$ cat config.mk
export PLATFORM = sky130hd
export DESIGN_NAME = lights_board_flat
export DESIGN_NICKNAME = d
export VERILOG_FILES = /design/src/rtl/lights_board_if.sv /design/src/rtl/lights_board.sv /design/src/flat_wrapper.sv
export SDC_FILE = /design/constraint.sdc
export NUM_CORES = 1
export LEC_CHECK = 0
export CORE_UTILIZATION = 51
export DETAILED_ROUTE_END_ITERATION = 8
export PLACE_DENSITY = 0.92
export SYNTH_ARGS = -nofsm -noshare
export SYNTH_HDL_FRONTEND = slang
export SYNTH_SLANG_ARGS = --single-unit
$ cat constraint.sdc
create_clock -name clk -period 3.34 [get_ports clk]
set_input_delay 0.668 -clock clk [delete_from_list [all_inputs] [get_ports clk]]
set_output_delay 0.668 -clock clk [all_outputs]
set_load 0.005 [all_outputs]
$ cat src/rtl/lights_board_if.sv
// Bus between the Lights Out game engine and its cursor/display side.
// The master drives cursor, button, new-game and row select; the slave reports board state.
interface lights_board_if #(
    parameter int MOVE_W = 10
);
    logic [5:0]        Position;
    logic              Toggle;
    logic              New_game;
    logic [63:0]       Pattern;
    logic [2:0]        Row_sel;
    logic [7:0]        Row_data;
    logic [63:0]       Board;
    logic              Busy;
    logic              Won;
    logic [MOVE_W-1:0] Moves;

    modport master (
        output Position, Toggle, New_game, Pattern, Row_sel,
        input  Row_data, Board, Busy, Won, Moves
    );

    modport slave (
        input  Position, Toggle, New_game, Pattern, Row_sel,
        output Row_data, Board, Busy, Won, Moves
    );
endinterface

$ cat src/rtl/lights_board.sv
// 8x8 Lights Out game-state engine: plus-toggle, move counter, win detect, row readback.
// Define LIGHTS_SCRAMBLE_EN to replace Pattern loading with an LFSR-driven random scramble.
module lights_board #(
    parameter int MOVE_W         = 10,
    parameter int SCRAMBLE_MOVES = 20
) (
    input logic           clk,
    input logic           reset,
    lights_board_if.slave bus
);

`ifdef LIGHTS_SCRAMBLE_EN
    typedef enum logic [1:0] {IDLE, APPLY, CHECK, SCRAMBLE} state_e;
    localparam int CNT_W = $clog2(SCRAMBLE_MOVES + 1);
`else
    typedef enum logic [1:0] {IDLE, APPLY, CHECK} state_e;
`endif

    state_e            state_q, state_d;
    logic [63:0]       board_q, board_d;
    logic [MOVE_W-1:0] moves_q, moves_d;
    logic              won_q, won_d;
    logic [5:0]        pos_q, pos_d;
    logic              loaded_q, loaded_d;
    logic              tog_q;
    logic [7:0]        row_data_q;
    logic              tog_edge;

`ifdef LIGHTS_SCRAMBLE_EN
    logic [15:0]      lfsr_q;
    logic [CNT_W-1:0] cnt_q, cnt_d;
`endif

    // Plus-shaped toggle footprint; edges of the board do not wrap.
    function automatic logic [63:0] plus_mask(input logic [5:0] p);
        logic [63:0] m;
        m    = '0;
        m[p] = 1'b1;
        if (p[2:0] != 3'd0) m[p - 6'd1] = 1'b1;
        if (p[2:0] != 3'd7) m[p + 6'd1] = 1'b1;
        if (p[5:3] != 3'd0) m[p - 6'd8] = 1'b1;
        if (p[5:3] != 3'd7) m[p + 6'd8] = 1'b1;
        return m;
    endfunction

    assign tog_edge = bus.Toggle & ~tog_q;

    // NOTE: sequential state uses non-blocking assignments so every register samples pre-edge values.
    always_ff @(posedge clk) begin
        if (reset) begin
            state_q    <= IDLE;
            board_q    <= '0;
            moves_q    <= '0;
            won_q      <= 1'b0;
            pos_q      <= '0;
            loaded_q   <= 1'b0;
            tog_q      <= 1'b0;
            row_data_q <= '0;
`ifdef LIGHTS_SCRAMBLE_EN
            lfsr_q     <= 16'hACE1;
            cnt_q      <= '0;
`endif
        end else begin
            state_q    <= state_d;
            board_q    <= board_d;
            moves_q    <= moves_d;
            won_q      <= won_d;
            pos_q      <= pos_d;
            loaded_q   <= loaded_d;
            tog_q      <= bus.Toggle;
            row_data_q <= board_q[{bus.Row_sel, 3'b000} +: 8];
`ifdef LIGHTS_SCRAMBLE_EN
            lfsr_q     <= {lfsr_q[14:0], lfsr_q[15] ^ lfsr_q[13] ^ lfsr_q[12] ^ lfsr_q[10]};
            cnt_q      <= cnt_d;
`endif
        end
    end

    // New_game aborts any operation, so it is decoded ahead of the state.
    always_comb begin
        state_d = state_q;
        if (bus.New_game) begin
`ifdef LIGHTS_SCRAMBLE_EN
            state_d = SCRAMBLE;
`else
            state_d = CHECK;
`endif
        end else begin
            unique case (state_q)
                IDLE:     if (tog_edge && !won_q) state_d = APPLY;
                APPLY:    state_d = CHECK;
                CHECK:    state_d = IDLE;
`ifdef LIGHTS_SCRAMBLE_EN
                SCRAMBLE: if (cnt_q <= CNT_W'(1)) state_d = CHECK;
`endif
                default:  state_d = IDLE;
            endcase
        end
    end

    // NOTE: every _d gets a default first so no path through this block infers a latch.
    always_comb begin
        board_d  = board_q;
        moves_d  = moves_q;
        won_d    = won_q;
        pos_d    = pos_q;
        loaded_d = loaded_q;
`ifdef LIGHTS_SCRAMBLE_EN
        cnt_d    = cnt_q;
`endif
        if (bus.New_game) begin
            won_d    = 1'b0;
            moves_d  = '0;
            loaded_d = 1'b1;
`ifdef LIGHTS_SCRAMBLE_EN
            board_d  = '0;
            cnt_d    = CNT_W'(SCRAMBLE_MOVES);
`else
            board_d  = bus.Pattern;
`endif
        end else begin
            unique case (state_q)
                IDLE: if (tog_edge && !won_q) pos_d = bus.Position;
                APPLY: begin
                    board_d  = board_q ^ plus_mask(pos_q);
                    moves_d  = (moves_q == '1) ? moves_q : moves_q + 1'b1;
                    loaded_d = 1'b0;
                end
                // A freshly loaded or scrambled board never counts as a win.
                CHECK: won_d = !loaded_q && (board_q == '0);
`ifdef LIGHTS_SCRAMBLE_EN
                SCRAMBLE: begin
                    board_d = board_q ^ plus_mask(lfsr_q[5:0]);
                    cnt_d   = cnt_q - 1'b1;
                end
`endif
                default: ;
            endcase
        end
    end

    always_comb begin
        bus.Busy = (state_q != IDLE);
    end

    assign bus.Board    = board_q;
    assign bus.Won      = won_q;
    assign bus.Moves    = moves_q;
    assign bus.Row_data = row_data_q;

endmodule

$ cat src/flat_wrapper.sv
// flat-port wrapper written by rule: the top's interface ports become plain ports
module lights_board_flat 
#(
    parameter int MOVE_W         = 10,
    parameter int SCRAMBLE_MOVES = 20
)
  (clk, reset, bus_Position, bus_Toggle, bus_New_game, bus_Pattern, bus_Row_sel, bus_Row_data, bus_Board, bus_Busy, bus_Won, bus_Moves);
  lights_board_if #(.MOVE_W(MOVE_W)) bus_i ();
  input logic clk;
  input logic reset;
  input wire logic [$bits(bus_i.Position)-1:0] bus_Position;
  input wire logic [$bits(bus_i.Toggle)-1:0] bus_Toggle;
  input wire logic [$bits(bus_i.New_game)-1:0] bus_New_game;
  input wire logic [$bits(bus_i.Pattern)-1:0] bus_Pattern;
  input wire logic [$bits(bus_i.Row_sel)-1:0] bus_Row_sel;
  output wire logic [$bits(bus_i.Row_data)-1:0] bus_Row_data;
  output wire logic [$bits(bus_i.Board)-1:0] bus_Board;
  output wire logic [$bits(bus_i.Busy)-1:0] bus_Busy;
  output wire logic [$bits(bus_i.Won)-1:0] bus_Won;
  output wire logic [$bits(bus_i.Moves)-1:0] bus_Moves;
  assign bus_i.Position = bus_Position;
  assign bus_i.Toggle = bus_Toggle;
  assign bus_i.New_game = bus_New_game;
  assign bus_i.Pattern = bus_Pattern;
  assign bus_i.Row_sel = bus_Row_sel;
  assign bus_Row_data = bus_i.Row_data;
  assign bus_Board = bus_i.Board;
  assign bus_Busy = bus_i.Busy;
  assign bus_Won = bus_i.Won;
  assign bus_Moves = bus_i.Moves;
  lights_board #(.MOVE_W(MOVE_W), .SCRAMBLE_MOVES(SCRAMBLE_MOVES)) u_core (.clk(clk), .reset(reset), .bus(bus_i));
endmodule
==> impl_metrics.prom, run 1 <==
# TYPE chip_impl_metric gauge
chip_impl_metric{name="tritoncts_num_sinks",unit=""} 93
chip_impl_metric{name="hold_viol",unit=""} 0
chip_impl_metric{name="cellLeakagePower",unit="uW"} 0.00296
chip_impl_metric{name="antenna_found_initial",unit=""} 0
chip_impl_metric{name="vias_in_the_first_global_route",unit=""} 7246
chip_impl_metric{name="max_cap_violations",unit=""} 0
chip_impl_metric{name="synthesis.area_per_instance",unit="um^2"} 8.32
chip_impl_info{name="synth_common_cells",value="93 x sky130_fd_sc_hd__dfxtp_1, 74 x sky130_fd_sc_hd__nand2_1, 64 x sky130_fd_sc_hd__o21ai_0"} 1
chip_impl_metric{name="max_freq",unit="MHz"} 311
chip_impl_metric{name="numPortBuffers",unit=""} 160
chip_impl_metric{name="diodes",unit=""} 0
chip_impl_info{name="cts.root.buffer_cell",value="sky130_fd_sc_hd__clkbuf_16"} 1
chip_impl_metric{name="setup-tns-final",unit="ns"} 0
chip_impl_metric{name="min_period_over_period",unit="%"} 96.2
chip_impl_metric{name="pin_count_of_the_biggest_net_entering_global_routing",unit=""} 49
chip_impl_metric{name="ys_async_sr_fraction",unit="%"} 0
chip_impl_metric{name="post_synth_instance_area",unit="um^2"} 6670
chip_impl_metric{name="post-synth-top-area-fraction",unit="%"} 27.9
chip_impl_metric{name="clock_skew_after_layout",unit="ns"} 0.00773
chip_impl_metric{name="grt_first_pass_wirelength",unit="mm"} 41.0
chip_impl_metric{name="vdd.ir_drop.worst",unit="mV"} 0.351
chip_impl_metric{name="seq_area_frac_synth",unit="%"} 27.9
chip_impl_metric{name="ys_seq_elements",unit=""} 93
chip_impl_metric{name="routed_length_per_instance",unit="um"} 24.4
chip_impl_metric{name="count_of_flip_flops_with_a_built_in_enable_after_synthesis",unit=""} 0
chip_impl_metric{name="detailedRoute.firstPassIterationCount",unit=""} 8
chip_impl_metric{name="initial_utilization",unit="%"} 52.6
chip_impl_metric{name="top_level_ports",unit=""} 161
chip_impl_info{name="worst_hold_path_type",value="reg2reg"} 1
chip_impl_info{name="cp-end-kind",value="flop"} 1
chip_impl_info{name="synth_area_leader_cell",value="sky130_fd_sc_hd__dfxtp_1"} 1
chip_impl_metric{name="cts_setup_buffers",unit=""} 0
chip_impl_metric{name="cts_made_buffers",unit=""} 9
chip_impl_metric{name="worst_slew_margin_rel",unit="%"} 36.1
chip_impl_metric{name="fp-row-count",unit=""} 41
chip_impl_info{name="cts_tree",value="built"} 1
chip_impl_metric{name="grt.total_usage",unit="%"} 41.1
chip_impl_metric{name="hpwl",unit="mm"} 20.2
chip_impl_metric{name="hold_buffers",unit=""} 0
chip_impl_metric{name="die_y",unit="um"} 116
chip_impl_metric{name="crit_path_max_fanout",unit=""} 8
chip_impl_metric{name="period_minus_slack",unit="ns"} 3.21
chip_impl_metric{name="flow.area_growth_from_synthesis",unit="%"} 32.1
chip_impl_metric{name="drv_slew",unit=""} 0
chip_impl_metric{name="overflow",unit=""} 0
chip_impl_metric{name="dieArea",unit="um^2"} 13500
chip_impl_metric{name="design.core.area",unit="um^2"} 12700
chip_impl_metric{name="required",unit="ns"} 3.56
chip_impl_metric{name="wl",unit="mm"} 27.2
chip_impl_info{name="most_frequently_used_cell_type_in_the_post_synthesis_netlist",value="sky130_fd_sc_hd__dfxtp_1"} 1
chip_impl_metric{name="vias",unit=""} 7776
chip_impl_info{name="critPathLaunchType",value="flop"} 1
chip_impl_info{name="status",value="finished, final reports clean"} 1
chip_impl_info{name="grt_setup_unrepaired",value="no"} 1
chip_impl_metric{name="weighted_congestion_at_the_end_of_routability_driven_global_placement",unit=""} 1.03
chip_impl_metric{name="cts-resized-gates",unit=""} 0
chip_impl_info{name="synthFlopType",value="sky130_fd_sc_hd__dfxtp_1"} 1
chip_impl_metric{name="tightestPinTransition",unit="ns"} 0.957
chip_impl_metric{name="ctsHtreeMaxLevel",unit=""} 3
chip_impl_metric{name="layout.nets",unit=""} 1022
chip_impl_metric{name="timing.hold.ws",unit="ns"} 0.483
chip_impl_metric{name="drt_iter0_drc",unit=""} 1219
chip_impl_metric{name="dieWidth",unit="um"} 116
chip_impl_metric{name="insertion_delay",unit="ns"} 0.36
chip_impl_metric{name="path_clk_slew",unit="ns"} 0.07
chip_impl_metric{name="drive_above_1_share",unit="%"} 9.56
chip_impl_metric{name="clockBufferDepth",unit=""} 2
chip_impl_metric{name="ys_types",unit=""} 68
chip_impl_metric{name="drc",unit=""} 0
chip_impl_metric{name="synth_fp_nets",unit=""} 887
chip_impl_metric{name="critPathArrivalTime",unit="ns"} 3.44
chip_impl_metric{name="pwr_density_cell",unit="nW/um^2"} 367
chip_impl_metric{name="drt.antenna.violating_nets",unit=""} 0
chip_impl_metric{name="synth_cells",unit=""} 801
chip_impl_metric{name="final_setup_violation_count",unit=""} 0
chip_impl_metric{name="yosysWarnings",unit=""} 0
chip_impl_metric{name="fillers",unit=""} 1006
chip_impl_metric{name="post_drt_via_cell_ratio",unit=""} 6.99
chip_impl_info{name="criticalPathCategory",value="reg2reg"} 1
chip_impl_info{name="ys_top_cells_by_area",value="sky130_fd_sc_hd__dfxtp_1 28%, sky130_fd_sc_hd__o221ai_1 5.8%, sky130_fd_sc_hd__xnor2_1 5.5%, sky130_fd_sc_hd__mux4_2 5.4%, sky130_fd_sc_hd__o21ai_0 4.8%"} 1
-- worst max-delay path: stages (launching register included) --
cell,delay (ns)
sky130_fd_sc_hd__dfxtp_1,0.39
sky130_fd_sc_hd__buf_4,0.19
sky130_fd_sc_hd__ha_1,0.29
sky130_fd_sc_hd__ha_1,0.26
sky130_fd_sc_hd__or4b_1,0.65
sky130_fd_sc_hd__nor4_1,0.58
sky130_fd_sc_hd__a222oi_1,0.29
sky130_fd_sc_hd__xor2_1,0.31
sky130_fd_sc_hd__o21ai_0,0.11
-- metrics by stage --
step	instance area, um^2	worst slack [ns]	cells	util [%]	power [uW]
after global routing	8810	0.0253	1113	69.5	3330
after detailed placement	8450	0.354	1097	66.7	1990
after global placement	8450	0.274	1097	66.7	1970
after floorplan	6670	0.467	801	-	1610
after CTS	8810	0.267	1113	69.5	3210
final	8810	0.128	1113	69.5	3230
-- final timing paths --
path	startpoint	slack, ns	end	cells past startpoint
setup / recovery	u_core.pos_q[0]$_SDFFE_PP0P_	0.13	u_core.bus.Board[33]$_SDFFE_PP0P_	8
hold / removal	u_core.bus.Won$_SDFFE_PP0N_	0.48	u_core.bus.Won$_SDFFE_PP0N_	2
setup reg to reg	u_core.pos_q[0]$_SDFFE_PP0P_	0.13	u_core.bus.Board[33]$_SDFFE_PP0P_	8
hold reg to reg	u_core.bus.Won$_SDFFE_PP0N_	0.48	u_core.bus.Won$_SDFFE_PP0N_	2
-- sequential cells by signal, summed over array words and instances (netlist names) --
name and count:
u_core.bus.Board 64, u_core.bus.Moves 10, u_core.bus.Row_data 8, u_core.pos_q 6, u_core.state_q 2, u_core.bus.Won 1, u_core.loaded_q 1, u_core.tog_q 1
-- kinds of logic after synthesis --
kind of cell	count (synthesis)	share of synthesized area, %
AO/OA/AOI/OAI	232	25.6
XOR/XNOR	57	7.49
adder cells (fa/ha/maj)	9	1.69
buffers and inverters	78	4.90
flip-flops	93	27.9
multiplexers	42	9.31
AND/OR/NAND/NOR	290	23.1
-- placed cells by master, fill, tap and decap left out, drive strengths merged, types with 10 or more instances in the layout --
| cell | Yosys | layout |
|---|---|---|
| clkbuf | 42 | 10 |
| o21ai | 78 | 78 |
| clkdlybuf4s50 | 0 | 160 |
| nor4 | 17 | 17 |
| mux4 | 16 | 16 |
| a21oi | 17 | 17 |
| nand3 | 35 | 35 |
| nor3 | 20 | 20 |
| inv | 10 | 12 |
| xnor2 | 42 | 42 |
| or4 | 13 | 13 |
| o211ai | 10 | 10 |
| xor2 | 15 | 15 |
| nand2b | 10 | 10 |
| buf | 25 | 31 |
| mux2i | 26 | 26 |
| nand2 | 74 | 74 |
| or3 | 17 | 17 |
| o221ai | 48 | 48 |
| a21o | 13 | 13 |
| nor2 | 46 | 46 |
| a222oi | 16 | 16 |
| nand4 | 16 | 16 |
| dfxtp | 93 | 93 |
-- where the power goes --
group          switching, uW  internal [uW]  leakage, uW
sequential               117           1170     0.000765
clock                    478            759     0.000174
combinational            349            353      0.00202
total                    944           2290      0.00296
-- final cells by class --
cell class              count  area, um^2  share of cell area [%]
clock inverters             6         116                    1.32
inverters                  11        41.3                   0.469
repair buffers            191        1850                    21.0
clock buffers              10         239                    2.71
flip-flops and latches     93        1860                    21.1
well taps                 172         215                    2.44
multi-input cells         630        4490                    50.9
-- per-layer routing --
| metal | up-vias | track usage [%] | part of all wire (%) |
|---|---|---|---|
| met2 | 655 | 61.5 | 44 |
| li1 | 3356 | - | - |
| met5 | - | 0 | 0 |
| met3 | 166 | 12.5 | 13 |
| met4 | 0 | 26.4 | 6.8 |
| met1 | 3599 | 51.2 | 36 |
Power figures use the tool's default switching activity.
==> inputs of run 2 (changes only) <==
- CTS_CLUSTER_SIZE: default -> 30
==> results of run 2 <==
No change in the layout: final DEF, timing and power equal those of run 1.
==> inputs of run 3 (changes only) <==
- CORE_MARGIN: default -> 2
- HOLD_SLACK_MARGIN: default -> 0.03
- SKIP_CTS_REPAIR_TIMING: default -> 1
==> run 3 against run 2 <==
Net effect: the run now ends with DRC left; register-to-register slack gained 0.08 ns; flip-flop and latch count unchanged; highest routed layer unchanged; design area fell by 0.85%; clock-buffer cell count stayed put; via count shrank 1.0%; maximum frequency is 2.5% higher; critical path type unchanged; critical path depth did not move; worst hold slack improved by 0.0079 ns; non-clock buffer count grew 1; combinational power decreased by 1%; first-iteration DRC count rose by 2.3%; sequential share of layout area rose by 0.18 points.
==> impl_metrics.prom, run 3 (synthesis gave the netlist of run 1 again) <==
# TYPE chip_impl_metric gauge
chip_impl_info{name="status",value="finished, violations left"} 1
chip_impl_info{name="violations",value="DRC"} 1
chip_impl_metric{name="tritoncts_num_sinks",unit=""} 93
chip_impl_metric{name="pin_count_of_the_biggest_net_entering_global_routing",unit=""} 48
chip_impl_metric{name="hpwl",unit="mm"} 20.3
chip_impl_metric{name="vdd.ir_drop.worst",unit="mV"} 0.362
chip_impl_metric{name="clock_skew_after_layout",unit="ns"} 0.00610
chip_impl_info{name="criticalPathCategory",value="reg2reg"} 1
chip_impl_info{name="hold_start",value="u_core.bus.Won$_SDFFE_PP0N_"} 1
chip_impl_metric{name="crit_path_max_fanout",unit=""} 14
chip_impl_metric{name="initial_utilization",unit="%"} 52.6
chip_impl_metric{name="path_clk_slew",unit="ns"} 0.07
chip_impl_metric{name="hold_viol",unit=""} 0
chip_impl_info{name="final_cell_mix",value="160 x sky130_fd_sc_hd__clkdlybuf4s50_1, 93 x sky130_fd_sc_hd__dfxtp_1, 74 x sky130_fd_sc_hd__nand2_1"} 1
chip_impl_info{name="rr_startpoint",value="u_core.pos_q[0]$_SDFFE_PP0P_"} 1
chip_impl_info{name="critPathLaunchType",value="flop"} 1
chip_impl_metric{name="grt_first_pass_wirelength",unit="mm"} 41.4
chip_impl_metric{name="clockBufferDepth",unit=""} 2
chip_impl_metric{name="drt.antenna.violating_nets",unit=""} 0
chip_impl_info{name="timing.hold.worst_endpoint",value="u_core.bus.Won$_SDFFE_PP0N_"} 1
chip_impl_metric{name="fp-row-count",unit=""} 41
chip_impl_metric{name="dieArea",unit="um^2"} 14000
chip_impl_metric{name="grt.total_usage",unit="%"} 37.7
chip_impl_metric{name="critPathArrivalTime",unit="ns"} 3.39
chip_impl_metric{name="stdcell_count",unit=""} 1114
chip_impl_metric{name="min_period_over_period",unit="%"} 93.9
chip_impl_metric{name="setup-tns-final",unit="ns"} 0
chip_impl_metric{name="largest_register_ffs",unit=""} 64
chip_impl_info{name="worst_r2r_dst",value="u_core.bus.Board[9]$_SDFFE_PP0P_"} 1
chip_impl_metric{name="overflow",unit=""} 0
chip_impl_info{name="cts_tree",value="built"} 1
chip_impl_info{name="grt_setup_unrepaired",value="no"} 1
chip_impl_metric{name="flow.area_growth_from_synthesis",unit="%"} 31.0
chip_impl_metric{name="antenna_found_initial",unit=""} 0
chip_impl_metric{name="required",unit="ns"} 3.59
chip_impl_metric{name="post_drt_via_cell_ratio",unit=""} 6.91
chip_impl_metric{name="wl",unit="mm"} 27.1
chip_impl_metric{name="routed_length_per_instance",unit="um"} 24.3
chip_impl_metric{name="vias",unit=""} 7696
chip_impl_metric{name="vias_in_the_first_global_route",unit=""} 7328
chip_impl_metric{name="final_setup_violation_count",unit=""} 0
chip_impl_metric{name="drive_above_1_share",unit="%"} 9.66
chip_impl_metric{name="detailedRoute.firstPassIterationCount",unit=""} 9
chip_impl_metric{name="dieWidth",unit="um"} 118
chip_impl_metric{name="cts_made_buffers",unit=""} 9
chip_impl_metric{name="numPlacedInstances",unit=""} 1098
chip_impl_metric{name="die_y",unit="um"} 118
chip_impl_metric{name="drt_iter0_drc",unit=""} 1247
chip_impl_info{name="cp-end-kind",value="flop"} 1
chip_impl_metric{name="ctsHtreeMaxLevel",unit=""} 3
chip_impl_metric{name="worst_slew_margin_rel",unit="%"} 39.7
chip_impl_metric{name="weighted_congestion_at_the_end_of_routability_driven_global_placement",unit=""} 1.06
chip_impl_metric{name="tightestPinTransition",unit="ns"} 0.902
chip_impl_metric{name="period_minus_slack",unit="ns"} 3.13
chip_impl_metric{name="layout.nets",unit=""} 1023
chip_impl_metric{name="worstRegToRegCells",unit=""} 8
chip_impl_info{name="cts.root.buffer_cell",value="sky130_fd_sc_hd__clkbuf_16"} 1
chip_impl_metric{name="cellLeakagePower",unit="uW"} 0.00292
chip_impl_info{name="worst_hold_path_type",value="reg2reg"} 1
chip_impl_metric{name="min_delay_path_depth",unit=""} 2
chip_impl_metric{name="regToRegSetupSlack",unit="ns"} 0.21
chip_impl_metric{name="numPortBuffers",unit=""} 160
chip_impl_metric{name="design.core.area",unit="um^2"} 12700
chip_impl_info{name="layout.cells.most_common",value="sky130_fd_sc_hd__clkdlybuf4s50_1"} 1
chip_impl_metric{name="max_freq",unit="MHz"} 319
chip_impl_metric{name="pwr_density_cell",unit="nW/um^2"} 344
chip_impl_metric{name="drv_slew",unit=""} 0
chip_impl_metric{name="insertion_delay",unit="ns"} 0.36
chip_impl_metric{name="max_cap_violations",unit=""} 0
chip_impl_metric{name="top_level_ports",unit=""} 161
chip_impl_metric{name="diodes",unit=""} 0
chip_impl_metric{name="final_util",unit="%"} 68.9
chip_impl_metric{name="drc",unit=""} 5
-- run 3: cell count changes in the layout (fill, tap and decap cells not counted), sizes merged --
cell	previous run	this run
buf	31	32
bufinv	3	0
clkinv	2	3
clkinvlp	0	2
-- run 3: stage by stage --
stage / cell area, um^2 / setup slack [ns] / power (uW) / hold slack (ns)
finish: 8730 / 0.205 / 3000 / 0.491
global route: 8730 / 0.120 / 3090 / 0.517
CTS: 8730 / 0.306 / 2980 / 0.481
detailed placement: 8450 / 0.316 / 1980 / 0.470
global placement: 8450 / 0.312 / 1970 / 0.456
floorplan: 6670 / 0.467 / 1610 / 0.452
-- run 3: layout make-up --
cell class	count	area, um^2
inverter	11	41.3
sequential	93	1860
fill	973	3940
tap	172	215
timing repair buffer	192	1840
clock buffer	10	239
clock inverter	6	46.3
multi-input combinational	630	4490
-- run 3: critical path, stage by stage, from the launching register on --
cell,delay (ns)
sky130_fd_sc_hd__dfxtp_1,0.44
sky130_fd_sc_hd__inv_1,0.11
sky130_fd_sc_hd__ha_1,0.59
sky130_fd_sc_hd__nor4bb_1,0.46
sky130_fd_sc_hd__a21bo_2,0.34
sky130_fd_sc_hd__or3_1,0.38
sky130_fd_sc_hd__o221ai_1,0.39
sky130_fd_sc_hd__xor2_1,0.13
sky130_fd_sc_hd__a22o_1,0.20
-- run 3: per-layer routing --
layer / routed length, um / GRT usage, % / vias up
met5: 0 / 0 / -
met4: 1500 / 20.1 / 0
met3: 3650 / 12.9 / 142
met2: 11900 / 58.2 / 629
met1: 10100 / 46.1 / 3574
li1: - / - / 3351
-- run 3: where the power goes --
part / switching, uW / internal [uW] / leakage, uW / total [uW]
Sequential: 118 / 1170 / 0.000765 / 1290
Clock: 486 / 531 / 0.000135 / 1020
Combinational: 344 / 351 / 0.00202 / 695
-- run 3: worst max-delay path by stage --
stage                                             from                                 to  slack, ns  cells after the start
after CTS                 u_core.pos_q[0]$_SDFFE_PP0P_   u_core.bus.Board[9]$_SDFFE_PP0P_       0.31                      8
after global routing      u_core.pos_q[0]$_SDFFE_PP0P_   u_core.bus.Board[9]$_SDFFE_PP0P_       0.12                      8
after detailed placement  u_core.pos_q[0]$_SDFFE_PP0P_   u_core.bus.Board[9]$_SDFFE_PP0P_       0.32                      8
after global placement    u_core.pos_q[0]$_SDFFE_PP0P_   u_core.bus.Board[9]$_SDFFE_PP0P_       0.31                      8
final                     u_core.pos_q[0]$_SDFFE_PP0P_   u_core.bus.Board[9]$_SDFFE_PP0P_       0.21                      8
after floorplan           u_core.pos_q[0]$_SDFFE_PP0P_  u_core.bus.Board[11]$_SDFFE_PP0P_       0.47                     11
